===== src/rtl/mips_mem_pkg.sv =====
// Shared MEM-stage definitions: FSM encodings, MEM_ctrl bit positions and datapath widths.
package mips_mem_pkg;

  localparam int unsigned DATA_W = 32;
  localparam int unsigned ADDR_W = 32;

  localparam int unsigned MEMREAD_BIT  = 1;
  localparam int unsigned MEMWRITE_BIT = 0;

  localparam logic [1:0] IDLE = 2'd0;
  localparam logic [1:0] BUSY = 2'd1;
  localparam logic [1:0] DONE = 2'd2;

  localparam logic [ADDR_W-1:0] WORD_MASK = 32'hFFFF_FFFC;

  // Data memory is word-addressed; the byte offset is dropped.
  function automatic logic [ADDR_W-1:0] word_align(input logic [ADDR_W-1:0] addr);
    return addr & WORD_MASK;
  endfunction

endpackage


===== src/rtl/dmem_access_ctrl_latch.sv =====
// Enable-gated capture register with asynchronous active-low clear.
module dmem_access_ctrl_latch
  import mips_mem_pkg::*;
#(
  parameter int unsigned Width = DATA_W
) (
  input  logic             clk,
  input  logic             rst,
  input  logic             we_i,
  input  logic [Width-1:0] d_i,
  output logic [Width-1:0] q_o
);

  logic [Width-1:0] q_q;

  always_ff @(posedge clk or negedge rst) begin
    if (!rst) begin
      q_q <= '0;
    end else if (we_i) begin
      q_q <= d_i;
    end
  end

  assign q_o = q_q;

endmodule


===== src/rtl/dmem_access_ctrl.sv =====
// MEM-stage data-memory req/ack controller with pipeline stall and stall counter.
// Optional misaligned-access trap enabled by defining DMEM_ALIGN_CHECK_EN.
module dmem_access_ctrl
  import mips_mem_pkg::*;
(
  input  logic        clk,
  input  logic        rst,
  input  logic [1:0]  MEM_ctrl_i,
  input  logic [31:0] ALU_output_i,
  input  logic [31:0] ALU_data_2_i,
  output logic        stall_o,
  output logic [31:0] rdata_o,
  output logic        mem_req_o,
  output logic        mem_we_o,
  output logic [31:0] mem_addr_o,
  output logic [31:0] mem_wdata_o,
  input  logic        mem_ack_i,
  input  logic [31:0] mem_rdata_i,
  output logic [31:0] stall_cnt_o
`ifdef DMEM_ALIGN_CHECK_EN
  ,
  output logic        misalign_o
`endif
);

  localparam int unsigned ReqW = DATA_W + ADDR_W + 1;

  logic [1:0]        state_q, state_d;
  logic              mem_req_q, mem_req_d;
  logic [31:0]       stall_cnt_q, stall_cnt_d;
  logic              access, misalign, accept, in_busy, ack_hit, rd_cap;
  logic [ReqW-1:0]   req_d, req_q;

  assign access = MEM_ctrl_i[MEMREAD_BIT] | MEM_ctrl_i[MEMWRITE_BIT];

`ifdef DMEM_ALIGN_CHECK_EN
  assign misalign   = access & (ALU_output_i[1:0] != 2'b00);
  assign misalign_o = misalign;
`else
  assign misalign = 1'b0;
`endif

  assign in_busy = (state_q == BUSY);
  assign accept  = (state_q == IDLE) & access & ~misalign;
  assign ack_hit = in_busy & mem_ack_i;
  assign rd_cap  = ack_hit & ~mem_we_o;
  assign stall_o = accept | in_busy;

  // MEM_ctrl 2'b11 decodes as a write since the write bit alone selects we.
  assign req_d = {MEM_ctrl_i[MEMWRITE_BIT], word_align(ALU_output_i), ALU_data_2_i};

  dmem_access_ctrl_latch #(
    .Width(ReqW)
  ) u_req_latch (
    .clk  (clk),
    .rst  (rst),
    .we_i (accept),
    .d_i  (req_d),
    .q_o  (req_q)
  );

  assign mem_we_o    = req_q[ReqW-1];
  assign mem_addr_o  = req_q[DATA_W +: ADDR_W];
  assign mem_wdata_o = req_q[DATA_W-1:0];

  dmem_access_ctrl_latch #(
    .Width(DATA_W)
  ) u_rdata_latch (
    .clk  (clk),
    .rst  (rst),
    .we_i (rd_cap),
    .d_i  (mem_rdata_i),
    .q_o  (rdata_o)
  );

  always_comb begin
    state_d = state_q;
    unique case (state_q)
      IDLE:    if (accept) state_d = BUSY;
      BUSY:    if (mem_ack_i) state_d = DONE;
      DONE:    state_d = IDLE;
      default: state_d = IDLE;
    endcase
  end

  assign mem_req_d = (state_d == BUSY);

  always_comb begin
    stall_cnt_d = stall_cnt_q;
    if (stall_o && (stall_cnt_q != 32'hFFFF_FFFF)) begin
      stall_cnt_d = stall_cnt_q + 32'd1;
    end
  end

  always_ff @(posedge clk or negedge rst) begin
    if (!rst) begin
      state_q     <= IDLE;
      mem_req_q   <= 1'b0;
      stall_cnt_q <= '0;
    end else begin
      state_q     <= state_d;
      mem_req_q   <= mem_req_d;
      stall_cnt_q <= stall_cnt_d;
    end
  end

  assign mem_req_o   = mem_req_q;
  assign stall_cnt_o = stall_cnt_q;

endmodule

===== config.mk =====
export PLATFORM = sky130hd
export DESIGN_NAME = dmem_access_ctrl
export DESIGN_NICKNAME = d
export VERILOG_FILES = /design/src/rtl/mips_mem_pkg.sv /design/src/rtl/dmem_access_ctrl_latch.sv /design/src/rtl/dmem_access_ctrl.sv
export SDC_FILE = /design/constraint.sdc
export NUM_CORES = 1
export LEC_CHECK = 0
export BUFFER_PORTS_ARGS = -buffer_cell sky130_fd_sc_hd__clkbuf_2
export CAP_MARGIN = 20
export CELL_PAD_IN_SITES_DETAIL_PLACEMENT = 1
export CELL_PAD_IN_SITES_GLOBAL_PLACEMENT = 2
export CORE_UTILIZATION = 31
export CTS_BUF_LIST = sky130_fd_sc_hd__clkbuf_4 sky130_fd_sc_hd__clkbuf_8
export CTS_CLUSTER_SIZE = 10
export DETAILED_ROUTE_END_ITERATION = 8
export PLACE_DENSITY_LB_ADDON = 0.1
export SLEW_MARGIN = 20
export SYNTH_ARGS = -nofsm -noshare
export SYNTH_HDL_FRONTEND = slang
export SYNTH_SLANG_ARGS = --single-unit

===== constraint.sdc =====
create_clock -name clk -period 2.6 [get_ports clk]
set_input_delay 0.52 -clock clk [delete_from_list [all_inputs] [get_ports clk]]
set_output_delay 0.52 -clock clk [all_outputs]
set_load 0.01 [all_outputs]

==> flow_metrics.env <==
export IMPL_outcome="completed"
export IMPL_die_w_um=132.4
export IMPL_final_cell_area_mm2=0.007131
export IMPL_gr_total_overflow=0
export IMPL_slew_viol_final=0
export IMPL_synth_area_mm2=0.005271
export IMPL_clk_pin_slew_worst_paths_ps=70
export IMPL_peakVddDrop_mv=0.4010
export IMPL_switchingPower_mw=2.389
export IMPL_dp_cells=814
export IMPL_portBuffers=227
export IMPL_die_area_mm2=0.01753
export IMPL_cts_buffer_depth=2
export IMPL_ys_seq_elements=130
export IMPL_cp_cell_sequence="ha_1 > and4_1 > nor4b_2 > nand4_1 > nor3_1 > mux2_2"
export IMPL_routed_wl_mm=13.70
export IMPL_core_mm2=0.01658
export IMPL_firstDrtPassIters=3
export IMPL_grt_pass1_vias=4284
export IMPL_crit_end="stall_cnt_o[22]$_DFFE_PN0P_"
export IMPL_area_growth_pct=35.27
export IMPL_cts_root_buffer="clkbuf_8"
export IMPL_vias=3840
export IMPL_synthArstFlopShare_pct=100.0
export IMPL_setup_viol=0
export IMPL_use_met3_pct=7.843
export IMPL_clock_power_share_pct=24.4
export IMPL_cap_violations=0
export IMPL_cp_slowest_stage_delay_ps=400
export IMPL_maxSlewHeadroom_pct=58.67
export IMPL_initial_utilization_pct=31.79
export IMPL_startpoint_type="flop"
export IMPL_grtUsageMet2_pct=28.16
export IMPL_cts_htree_levels=4
export IMPL_pin_count=232
export IMPL_ys_types=42
export IMPL_min_period_ps=2288
export IMPL_first_iter_violations=79
export IMPL_drive_above_1_share_pct=59.27
export IMPL_clk_latency_ps=430
export IMPL_antenna_cells=0
export IMPL_p_comb_share_pct=31.6
export IMPL_final_fill_count=1862
export IMPL_cp_arrival_ps=2600
export IMPL_cts_sinks=130
export IMPL_seq_area_frac_synth_pct=61.71
export IMPL_pwr_share_seq_pct=43.9
export IMPL_grt_busiest_layer="met2"
export IMPL_finClkSkew_ps=9.444
export IMPL_cts_tree="done"
export IMPL_grt_max_degree=54
export IMPL_p_sw_share_pct=32.85
export IMPL_p_leak_nw=3.468
export IMPL_hold_class="primary input to asynchronous set/reset pin"
export IMPL_ctsHoldBuffers=0
export IMPL_power_mw=7.270
export IMPL_num_rows=47
export IMPL_min_period_over_period_pct=87.99
export IMPL_rsz0062_at_grt="no"
export IMPL_setup_tns_ps=0
export IMPL_critPathRequiredTime_ps=2910
export IMPL_viasPerCell=4.539
export IMPL_fp_dieH_um=132.4
export IMPL_r2r_slack_ps=310
export IMPL_crit_path_top_delay_cell="dfrtp_1"
export IMPL_ant_nets=0
export IMPL_drc=0
export IMPL_cts_resized=0
export IMPL_grt_usage_pct=16.72
export IMPL_clock_fmax_mhz=437.1
export IMPL_whs_ps=26.70
export IMPL_worstMarginPinSlew_ps=615.3
export IMPL_path_max_fanout=8
export IMPL_numCtsBuffers=17
export IMPL_end_kind="flop"
export IMPL_startpoint="stall_cnt_o[0]$_DFFE_PN0P_"
export IMPL_crit_type="flop to flop"
export IMPL_post_cts_setup_buffers=0
export IMPL_final_hold_viol_count=0
export IMPL_synthCells=374
export IMPL_synth_avg_cell_area_um2=14.09
export IMPL_setup_slack_ps=312.4
export IMPL_yosysWarnings=0
export IMPL_hpwl_mm=10.46
export IMPL_stdcell_count=846
export IMPL_utilization_pct=43.00
export IMPL_nets=715
export IMPL_reg2reg_from="stall_cnt_o[0]$_DFFE_PN0P_"
export IMPL_gp_congestion=0.7575
export IMPL_synth_edf_count=0
export IMPL_grt_use_met1_pct=18.38
export IMPL_place_ws_ps=274.5
export IMPL_yosys_most_used_dff="dfrtp_1"
export IMPL_p_per_area_mw_per_mm2=1020
export IMPL_r2r_end="stall_cnt_o[22]$_DFFE_PN0P_"
export IMPL_antenna_found_initial=0
export IMPL_r2r_cells=6
export IMPL_avgRoutedWirePerCell_um=16.20
export IMPL_grt_pass1_wl_mm=22.60
export IMPL_p_int_mw=4.882
export IMPL_post_dp_cell_area_mm2=0.006719
[power by group through the flow]
stage	clock, mW	sequential (mW)	combinational, mW
floorplan	0	3.51	0.899
global placement	0	3.19	2.31
detailed placement	0	3.23	2.36
CTS	1.85	3.21	2.36
global route	1.93	3.31	2.50
finish	1.78	3.19	2.30
[worst min-delay path by stage]
stage | endpoint | slack, ps | cells past startpoint
after floorplan | mem_req_o$_DFF_PN0_ | 220 | 0
after global placement | u_rdata_latch.q_o[17]$_DFFE_PN0P_ | 470 | 1
after detailed placement | u_rdata_latch.q_o[17]$_DFFE_PN0P_ | 480 | 1
after CTS | stall_cnt_o[14]$_DFFE_PN0P_ | 20 | 1
after global routing | stall_cnt_o[14]$_DFFE_PN0P_ | 30 | 1
final | stall_cnt_o[14]$_DFFE_PN0P_ | 30 | 1
[cells in the final DEF, fill, tap and decap left out, types with 3 or more instances in the layout]
master and n:
a21oi_1 4, and3_1 4, buf_12 3, buf_4 5
bufinv_16 3, clkbuf_2 226, clkbuf_8 18, clkinv_2 5
clkinv_4 3, clkinvlp_4 3, dfrtp_1 130, inv_1 5
mux2_1 3, mux2_2 94, nand2_1 11, nand3_1 15
nand4_1 7, nor2_1 13, nor3_1 15, xnor2_1 10
xor2_1 16
[cell usage after synthesis, types with 2 or more instances]
cell	number	area (µm²)
mux2_2	94	1059
nor3_1	15	75.07
nand2_1	11	41.29
clkbuf_1	10	37.54
buf_4	2	15.01
and3_1	4	25.02
nor4_1	2	12.51
nand3_1	15	75.07
mux2_1	3	33.78
nor2_1	13	48.80
and4_1	2	17.52
a21oi_1	4	20.02
buf_1	3	11.26
or3_1	2	12.51
nand4_1	7	43.79
nor3b_1	2	15.01
dfrtp_1	130	3253
o31ai_1	2	15.01
or2_2	2	12.51
inv_1	5	18.77
xor2_1	16	140.1
xnor2_1	10	87.58
[final cells by class]
class	instances	area [µm²]	share of cell area, %
sequential	130	3253	45.62
multi-input combinational	224	1932	27.09
timing repair buffer	235	1240	17.39
tap	220	275.3	3.860
clock buffer	18	247.7	3.474
clock inverter	14	163.9	2.299
inverter	5	18.77	0.2632
[metal layers]
layer | wire [µm] | share of wire [%]
met2 | 6898 | 50
met3 | 1262 | 9.2
met4 | 218 | 1.6
met1 | 5323 | 39
met5 | 0 | 0
[worst max-delay path: cells and delay by family, from the launching register on]
kind	cells	cell delay [ps]
and+or+nand+nor	4	1220
adders and majority gates	1	200
muxes	1	360
DFF	1	400
[registers in the layout, indices dropped and copies added, names as in the netlist]
signal,count
u_rdata_latch.q_o,32
stall_cnt_o,32
u_req_latch.q_o,63
state_q,2
mem_req_o,1
[cell families after synthesis]
group	share of synthesized area [%]
buffers and inverters	1.780
adder cells (fa/ha/maj)	0.2373
flip-flops	61.71
XOR/XNOR	4.320
multiplexers	20.91
AND/OR/NAND/NOR	9.684
AO/OA/AOI/OAI	1.282
other	0.07114
Power figures use the tool's default switching activity.
